[src/rtl/pixel_window_3x3_if.sv]
// Stream bundle between the raster pixel source, the 3x3 window builder and the blur stage.
// With WINDOW_COORD_EN defined the bundle also carries the centre coordinates of each window.
interface pixel_window_3x3_if #(
    parameter int unsigned DATA_W = 8
) ();
    logic [DATA_W-1:0]   in_pixel;
    logic                in_valid;
    logic                in_ready;
    logic [9*DATA_W-1:0] win;
    logic                win_valid;
    logic                win_ready;
`ifdef WINDOW_COORD_EN
    logic [15:0]         win_row;
    logic [15:0]         win_col;

    modport master (
        output in_pixel, in_valid, win_ready,
        input  in_ready, win, win_valid, win_row, win_col
    );
    modport slave (
        input  in_pixel, in_valid, win_ready,
        output in_ready, win, win_valid, win_row, win_col
    );
`else
    modport master (
        output in_pixel, in_valid, win_ready,
        input  in_ready, win, win_valid
    );
    modport slave (
        input  in_pixel, in_valid, win_ready,
        output in_ready, win, win_valid
    );
`endif
endinterface

[src/rtl/pixel_window_3x3.sv]
// Raster stream to 3x3 neighbourhood converter feeding the blur stage; interior pixels only.
// Optional WINDOW_COORD_EN adds registered centre coordinates alongside each window.
module pixel_window_3x3 #(
    parameter int unsigned WIDTH  = 20,
    parameter int unsigned HEIGHT = 20,
    parameter int unsigned DATA_W = 8
) (
    input  logic                clk,
    input  logic                reset,
    input  logic                start,
    output logic                done,
    pixel_window_3x3_if.slave   bus
);
    localparam int unsigned CW = (WIDTH > 1) ? $clog2(WIDTH) : 1;

    typedef enum logic [1:0] {IDLE, RUN, DRAIN} state_e;
    typedef logic [8:0][DATA_W-1:0] window_t;

    state_e            state_q, state_d;
    logic [15:0]       row_q, row_d, col_q, col_d;
    window_t           sw_q, sw_d, win_q, win_d;
    logic              win_valid_q, win_valid_d;
    logic              done_q, done_d;
`ifdef WINDOW_COORD_EN
    logic [15:0]       win_row_q, win_row_d, win_col_q, win_col_d;
`endif

    logic [DATA_W-1:0] lb0_q [WIDTH];
    logic [DATA_W-1:0] lb1_q [WIDTH];

    logic              in_ready_c, accept_c;
    logic [CW-1:0]     lb_idx_c;
    logic [DATA_W-1:0] top_c, mid_c;

    assign lb_idx_c   = col_q[CW-1:0];
    assign top_c      = lb1_q[lb_idx_c];
    assign mid_c      = lb0_q[lb_idx_c];
    assign in_ready_c = (state_q == RUN) && (!win_valid_q || bus.win_ready);
    assign accept_c   = bus.in_valid && in_ready_c;

    // Next-state, counters, shift window and output window load
    always_comb begin
        state_d     = state_q;
        row_d       = row_q;
        col_d       = col_q;
        sw_d        = sw_q;
        win_d       = win_q;
        win_valid_d = win_valid_q;
        done_d      = 1'b0;
`ifdef WINDOW_COORD_EN
        win_row_d   = win_row_q;
        win_col_d   = win_col_q;
`endif
        if (win_valid_q && bus.win_ready) begin
            win_valid_d = 1'b0;
        end

        case (state_q)
            IDLE: begin
                if (start) begin
                    state_d = RUN;
                    row_d   = '0;
                    col_d   = '0;
                end
            end
            RUN: begin
                if (accept_c) begin
                    sw_d[0] = sw_q[1];
                    sw_d[1] = sw_q[2];
                    sw_d[2] = top_c;
                    sw_d[3] = sw_q[4];
                    sw_d[4] = sw_q[5];
                    sw_d[5] = mid_c;
                    sw_d[6] = sw_q[7];
                    sw_d[7] = sw_q[8];
                    sw_d[8] = bus.in_pixel;
                    if (row_q >= 16'd2 && col_q >= 16'd2) begin
                        win_d       = sw_d;
                        win_valid_d = 1'b1;
`ifdef WINDOW_COORD_EN
                        win_row_d   = row_q - 16'd1;
                        win_col_d   = col_q - 16'd1;
`endif
                    end
                    if (col_q == 16'(WIDTH - 1)) begin
                        col_d = '0;
                        if (row_q == 16'(HEIGHT - 1)) begin
                            row_d   = '0;
                            state_d = DRAIN;
                        end else begin
                            row_d = row_q + 16'd1;
                        end
                    end else begin
                        col_d = col_q + 16'd1;
                    end
                end
            end
            DRAIN: begin
                // Frame ends only once the final window has been taken
                if (!win_valid_q) begin
                    state_d = IDLE;
                    done_d  = 1'b1;
                end
            end
            default: state_d = IDLE;
        endcase
    end

    always_ff @(posedge clk) begin
        if (reset) begin
            state_q     <= IDLE;
            row_q       <= '0;
            col_q       <= '0;
            sw_q        <= '0;
            win_q       <= '0;
            win_valid_q <= 1'b0;
            done_q      <= 1'b0;
`ifdef WINDOW_COORD_EN
            win_row_q   <= '0;
            win_col_q   <= '0;
`endif
        end else begin
            state_q     <= state_d;
            row_q       <= row_d;
            col_q       <= col_d;
            sw_q        <= sw_d;
            win_q       <= win_d;
            win_valid_q <= win_valid_d;
            done_q      <= done_d;
`ifdef WINDOW_COORD_EN
            win_row_q   <= win_row_d;
            win_col_q   <= win_col_d;
`endif
        end
    end

    // Line buffers need no reset: rows 0 and 1 refill them before any window uses them
    always_ff @(posedge clk) begin
        if (accept_c) begin
            lb1_q[lb_idx_c] <= mid_c;
            lb0_q[lb_idx_c] <= bus.in_pixel;
        end
    end

    assign bus.in_ready  = in_ready_c;
    assign bus.win       = win_q;
    assign bus.win_valid = win_valid_q;
    assign done          = done_q;
`ifdef WINDOW_COORD_EN
    assign bus.win_row   = win_row_q;
    assign bus.win_col   = win_col_q;
`endif
endmodule
[src/flat_wrapper.sv]
// flat-port wrapper written by rule: the top's interface ports become plain ports
module pixel_window_3x3_flat 
#(
    parameter int unsigned WIDTH  = 20,
    parameter int unsigned HEIGHT = 20,
    parameter int unsigned DATA_W = 8
)
  (clk, reset, start, done, bus_in_pixel, bus_in_valid, bus_win_ready, bus_in_ready, bus_win, bus_win_valid);
  pixel_window_3x3_if #(.DATA_W(DATA_W)) bus_i ();
  input  logic clk;
  input  logic reset;
  input  logic start;
  output logic done;
  input wire logic [$bits(bus_i.in_pixel)-1:0] bus_in_pixel;
  input wire logic [$bits(bus_i.in_valid)-1:0] bus_in_valid;
  input wire logic [$bits(bus_i.win_ready)-1:0] bus_win_ready;
  output wire logic [$bits(bus_i.in_ready)-1:0] bus_in_ready;
  output wire logic [$bits(bus_i.win)-1:0] bus_win;
  output wire logic [$bits(bus_i.win_valid)-1:0] bus_win_valid;
  assign bus_i.in_pixel = bus_in_pixel;
  assign bus_i.in_valid = bus_in_valid;
  assign bus_i.win_ready = bus_win_ready;
  assign bus_in_ready = bus_i.in_ready;
  assign bus_win = bus_i.win;
  assign bus_win_valid = bus_i.win_valid;
  pixel_window_3x3 #(.WIDTH(WIDTH), .HEIGHT(HEIGHT), .DATA_W(DATA_W)) u_core (.clk(clk), .reset(reset), .start(start), .done(done), .bus(bus_i));
endmodule
[config.mk]
export PLATFORM = sky130hd
export DESIGN_NAME = pixel_window_3x3_flat
export DESIGN_NICKNAME = d
export VERILOG_FILES = /design/src/rtl/pixel_window_3x3_if.sv /design/src/rtl/pixel_window_3x3.sv /design/src/flat_wrapper.sv
export SDC_FILE = /design/constraint.sdc
export NUM_CORES = 1
export LEC_CHECK = 0
export ABC_AREA = 1
export ABC_CLOCK_PERIOD_IN_PS = 4500
export BUFFER_PORTS_ARGS = -buffer_cell sky130_fd_sc_hd__buf_2
export CORE_MARGIN = 2
export CORE_UTILIZATION = 51
export CTS_CLUSTER_DIAMETER = 50
export DETAILED_ROUTE_END_ITERATION = 8
export PLACE_DENSITY = 0.68
export SYNTH_ARGS = -nofsm -noshare
export SYNTH_HDL_FRONTEND = slang
export SYNTH_SLANG_ARGS = --single-unit
[constraint.sdc]
create_clock -name clk -period 4.5 [get_ports clk]
set_clock_uncertainty 0.2 [all_clocks]
set_input_delay 0.45 -clock clk [delete_from_list [all_inputs] [get_ports clk]]
set_output_delay 0.45 -clock clk [all_outputs]
set_load 0.01 [all_outputs]
# After elaboration in Yosys (flattened, before gate mapping)
# Memories as Yosys holds them, arrays and structs flattened. A register that Yosys moved wholly into a read port is not among the register bits.
# Index checks and enable logic that the tools add are counted.
[totals] ram_bits=320 word_cells=75 output_inout_bits=75 ff_bits=156 n_memories=2
[mem_list] memory="u_core.lb0_q" words=20 width=8 read_ports=1 rd_ports_with_merged_regs=1 wr=1 line="pixel_window_3x3.sv:28" rtl="logic [DATA_W-1:0] lb0_q [WIDTH];"
[mem_list] memory="u_core.lb1_q" words=20 width=8 read_ports=1 rd_ports_with_merged_regs=1 wr=1 line="pixel_window_3x3.sv:29" rtl="logic [DATA_W-1:0] lb1_q [WIDTH];"
[op_classes] mux=25 addsub=2 n_reduce_logical=14 n_bitwise=1 order_cmp=2 n_eq_ne=9
[ops] cell="16-bit 2-to-1 mux" count=6
[ops] cell="16-bit one-hot mux with 2 select lines" count=2
[ops] cell="16-bit by 1-bit adder with 16-bit output (second input constant)" count=2
[ops] cell="16-bit by 5-bit equality test with 1-bit output (second input constant)" count=2
[ops] cell="16-bit by 2-bit >= comparator with 1-bit output (second input constant)" count=2
[ops] cell="5-bit 2-to-1 mux" count=4
[ops] cell="2-bit 2-to-1 mux" count=5
[ops] cell="2-bit inequality test (second input constant)" count=4
[ops] cell="1-bit 2-to-1 mux" count=7
[ops] cell="2-bit one-hot mux with 3 select lines" count=1
[ops] cell="3-bit AND reduction" count=2
[ops] cell="5-bit AND reduction" count=1
[ops] cell="1-bit logical AND" count=4
[ops] cell="4-bit AND reduction" count=1
[ops] cell="2-bit by 1-bit equality test with 1-bit output (second input constant)" count=1
[ops] cell="2-bit equality test (second input constant)" count=1
[ops] cell="2-bit logical NOT" count=1
[ops] cell="2-bit by 1-bit inequality test with 1-bit output (second input constant)" count=1
[ops] cell="2-bit AND reduction" count=1
[ops] cell="2-bit nonzero test" count=1
[ops] cell="2-bit OR reduction" count=1
[ops] cell="1-bit logical NOT" count=1
[ops] cell="1-bit logical OR" count=1
[ops] cell="1-bit NOT" count=1

# Longest topological paths before layout
[logic_depth] depth_word=8 mapped_depth=12 depth_no_buf=11

# Least setup slack after synthesis
# OpenSTA, ideal clock, no wires.
[synth_path] kind="in2reg" start="input bus_win_ready" end="memory u_core.lb0_q[0][0] (enable)" t_required_ps=3912 setup_slack_ps=2023 cell_stages=7 arrival_time_ps=1889 cell_sequence="inv_1 > nand2_1 > nand3_4 > inv_2 > clkbuf_1 > nand2_1 > nor2_1"
[synth_between] elab_chain_cells=5
[synth_rtl] element="from (decl)" line="flat_wrapper.sv:16" rtl="input wire logic [$bits(bus_i.win_ready)-1:0] bus_win_ready;"
[synth_rtl] element="1-bit logical OR" line="pixel_window_3x3.sv:38" rtl="assign in_ready_c = (state_q == RUN) && (!win_valid_q || bus.win_ready);"
[synth_rtl] element="1-bit logical AND" line="pixel_window_3x3.sv:38"
[synth_rtl] element="1-bit logical AND" line="pixel_window_3x3.sv:39" rtl="assign accept_c = bus.in_valid && in_ready_c;"
[synth_rtl] element="1-bit 2-to-1 mux" line="pixel_window_3x3.sv:139" rtl="if (accept_c) begin"
[synth_rtl] element="1-bit 2-to-1 mux (not written as such)" line="pixel_window_3x3.sv:141" rtl="lb0_q[lb_idx_c] <= bus.in_pixel;"
[synth_rtl] element="to (decl)" line="pixel_window_3x3.sv:28"
# No other way between the ends.

# Worst setup path after layout
[layout_path] start="register u_core.state_q[0]" end="register u_core.win_q (netlist bit u_core.bus.win[43])"
[layout_between] elab_chain_cells=4
[layout_rtl] element="from (decl)" line="pixel_window_3x3.sv:19" rtl="state_e state_q, state_d;"
[layout_rtl] element="from (signal assigned)" line="pixel_window_3x3.sv:123" rtl="state_q <= state_d;"
[layout_rtl] element="2-bit by 1-bit equality test with 1-bit output *" line="pixel_window_3x3.sv:38, pixel_window_3x3.sv:58"
[layout_rtl] element="1-bit logical AND" line="pixel_window_3x3.sv:38"
[layout_rtl] element="1-bit logical AND" line="pixel_window_3x3.sv:39"
[layout_rtl] element="3-bit AND reduction (no line) *"
[layout_rtl] element="to (signal assigned)" line="pixel_window_3x3.sv:127" rtl="win_q <= win_d;"
[layout_rtl] element="to (decl)" line="pixel_window_3x3.sv:21" rtl="window_t sw_q, sw_d, win_q, win_d;"
# Mark *: on every way between the ends. The rest lies on a longest branch, timed or not.
# A chain may end at the register's enable or synchronous reset.

==> impl_metrics.ini <==
[finish]
syn2layout_area_growth_pct = 13.5
final_nets = 2001
layout-drive-gt1-share_pct = 11.9
multi_input_area_sq_um = 5500
seqCellArea_sq_um = 12800
antenna_cells = 0
fill_cells = 3132

[hold_path]
holdCritPathClass = in2reg
min_from = start

[clock_tree]
cts_buffers = 51
htree_levels = 2
path_clk_slew_ns = 0.06
cts_sinks = 481
post-cts-setup-buffer-count = 0
cts_tree = built
cts_hold_buf = 0
ctsResizeCount = 0
cts.path.max_buffers = 3
root_buffer = clkbuf_16
insertion_delay_ns = 0.58

[yosys]
yosysUniqueCellTypes = 35
synthesis.nets = 1925
synth_cells = 1906
synth_common_cells = nand2_1, edfxtp_1, nand3_1
synth-xor-area-share_pct = 0.228
synth_area_leaders = edfxtp_1, dfxtp_1, nand2_1, nand3_1, nor2_1
synth_fa_ha_area_share_pct = 0.391
synth_top_family_by_area = simple AND/OR/NAND/NOR gates
yosys.area_share.simple_pct = 21.9
yosysMostFrequentCell = nand2_1
synth.top_cell.area_share_pct = 50.1
synth_edf_count = 320
seq_area_frac_synth_pct = 66.9
yosys_warnings = 0
synthMuxAreaShare_pct = 0
synth-seq-cells = 481
async_flop_share_pct = 0
synth_top_cell_by_area = edfxtp_1
post_synth_instance_area_sq_um = 19200
synth_ff_type = edfxtp_1
avgSynthCellArea_sq_um = 10.1
synth-compound-area-share_pct = 6.15

[sta]
period_minus_slack_ns = 3.52
fmax_mhz = 284
worst_slew_pin_slew_ns = 1.06
whs_ns = 0.0454
finalSetupTns_ns = 0
setup_viol_count_final = 0
period_share_pct = 78.3
slew_headroom_pct = 29.2
grt_setup_unrepaired = no
hold_viol = 0
slew_viol_final = 0

[place]
dp_hpwl_mm = 29.2
io_buffers = 87
globalplace.congestion = 0.896

[route]
routed_wl_mm = 47.8
drt-initial-drc-count = 1202
wl_per_cell_microns = 19.2
dr.pass1.iters = 5
ant_nets = 0
drc = 0
vias_per_cell = 5.56
vias = 13875

[setup_path]
critPathCapture = u_core.bus.win[43]
startpoint = u_core.state_q[0]
worst_r2r_endpoint = u_core.bus.win[43]
path_class = reg2reg
crit_path_end_kind = register
critical_path_required_ns = 4.73
path_max_fanout = 72
slowest_stage = inv_4
rrSetupSlack_ns = 0.98
ff2ff_path_depth = 7
crit_arrival_ns = 3.75
max_stage_delay_ns = 0.79
path_cells = inv_2 > nor2_4 > nand3_4 > inv_2 > nand3_2 > inv_4 > a21oi_1
regToRegStartpoint = u_core.state_q[0]
critPathMostFrequentCell = inv_2
worst_setup_path_start_kind = register

[global_routing]
grt_pass1_wl_mm = 73.6
grt.overflow.total = 0
globalRouteTotalUtil_pct = 24.5
grt_pass1_vias = 13228
grt_max_degree = 85
grt_antenna_before_repair = 0

[floorplan]
die_h_microns = 198
die_area_sq_um = 39200
coreArea_sq_um = 37300
top_level_ports = 88
floorplan.initialDensity_pct = 51.4
die_w_microns = 198
fp-row-count = 71

[power]
peakVddDrop_mv = 0.275
p_per_area_nw_per_um2 = 452
power.leakage_uw = 0.00817

[run]
drv_cap = 0

[outcome]
status = complete, no violations
## cells by family (layout without fill, tap and decap cells)
logic type	count (synthesis)	after routing
compound gates	222	222
simple gates	1009	1009
fa+ha+maj	6	6
xor+xnor	5	5
flops	481	481
buf+inv	183	299
## registers in the layout (all words and copies together), names as in the netlist, named ones only
| register | count |
|---|---|
| u_core.bus.win | 72 |
| u_core.bus.win_valid | 1 |
| u_core.col_q | 16 |
| u_core.done | 1 |
| u_core.lb0_q | 160 |
| u_core.lb1_q | 160 |
| u_core.row_q | 16 |
| u_core.state_q | 2 |
| u_core.sw_q | 48 |
## cell type report
class,count,area share (%)
flip-flops and latches,481,59.0
clock inverters,29,1.76
well taps,474,2.72
multi-input cells,1242,25.3
inverters,70,1.23
repair buffers,136,3.69
clock buffers,64,6.35
## critical path, delay by kind of cell (launching register included)
family          cells  cell delay [ns]
compound gates      1             0.16
buf+inv             3             1.30
flops               1             0.37
simple gates        3             1.26
## layer usage
layer / GRT usage, % / vias up / share of wire, % / wire length (microns)
li1: - / 6630 / - / -
met1: 33.1 / 6647 / 42 / 19900
met2: 40.1 / 511 / 48 / 23000
met3: 4.46 / 87 / 7.5 / 3580
met4: 8.55 / 0 / 2.9 / 1400
met5: 0 / - / 0 / 0
## stage by stage
stage                     std cells  area (sq um)  total power (uW)  worst slack (ns)  utilization (%)
after floorplan                1906         19200              5320              2.02                -
after global placement         2403         20000              5550              1.19             53.6
after detailed placement       2403         20000              5560              1.06             53.6
after CTS                      2496         21800              9890              1.03             58.3
after global routing           2496         21800             10100             0.683             58.3
final                          2496         21800              9840             0.977             58.3
## worst min-delay path by stage
stage	slack [ns]	cells after the start	end
6_report	0.05	4	u_core.state_q[1]
5_1_grt	0.06	4	u_core.state_q[1]
4_1_cts	0.02	4	u_core.state_q[1]
3_5_place_dp	0.25	2	u_core.sw_q[35]
3_3_place_gp	0.25	2	u_core.sw_q[36]
2_1_floorplan	0.24	2	u_core.sw_q[10]
## placed cells by master, fill, tap and decap left out, types with 3 or more instances in the layout
cell,n
nand2_1,521
edfxtp_1,320
nand3_1,233
nor2_1,214
dfxtp_1,159
o21ai_0,100
a21oi_1,91
buf_2,87
inv_1,60
clkbuf_16,52
buf_4,49
o221ai_1,16
nand4_1,15
nor3_1,13
o21ai_1,12
inv_2,8
clkinv_2,8
bufinv_16,8
ha_1,6
clkbuf_1,6
xor2_1,5
clkinv_1,4
clkbuf_8,3
## report_power, final
group          total, uW  internal (uW)  switching, uW
clock network       4370           2650           1720
registers           4810           4780           27.1
logic                654            150            504
total               9840           7580           2250
Note: power is estimated with default switching activity, not from simulation.
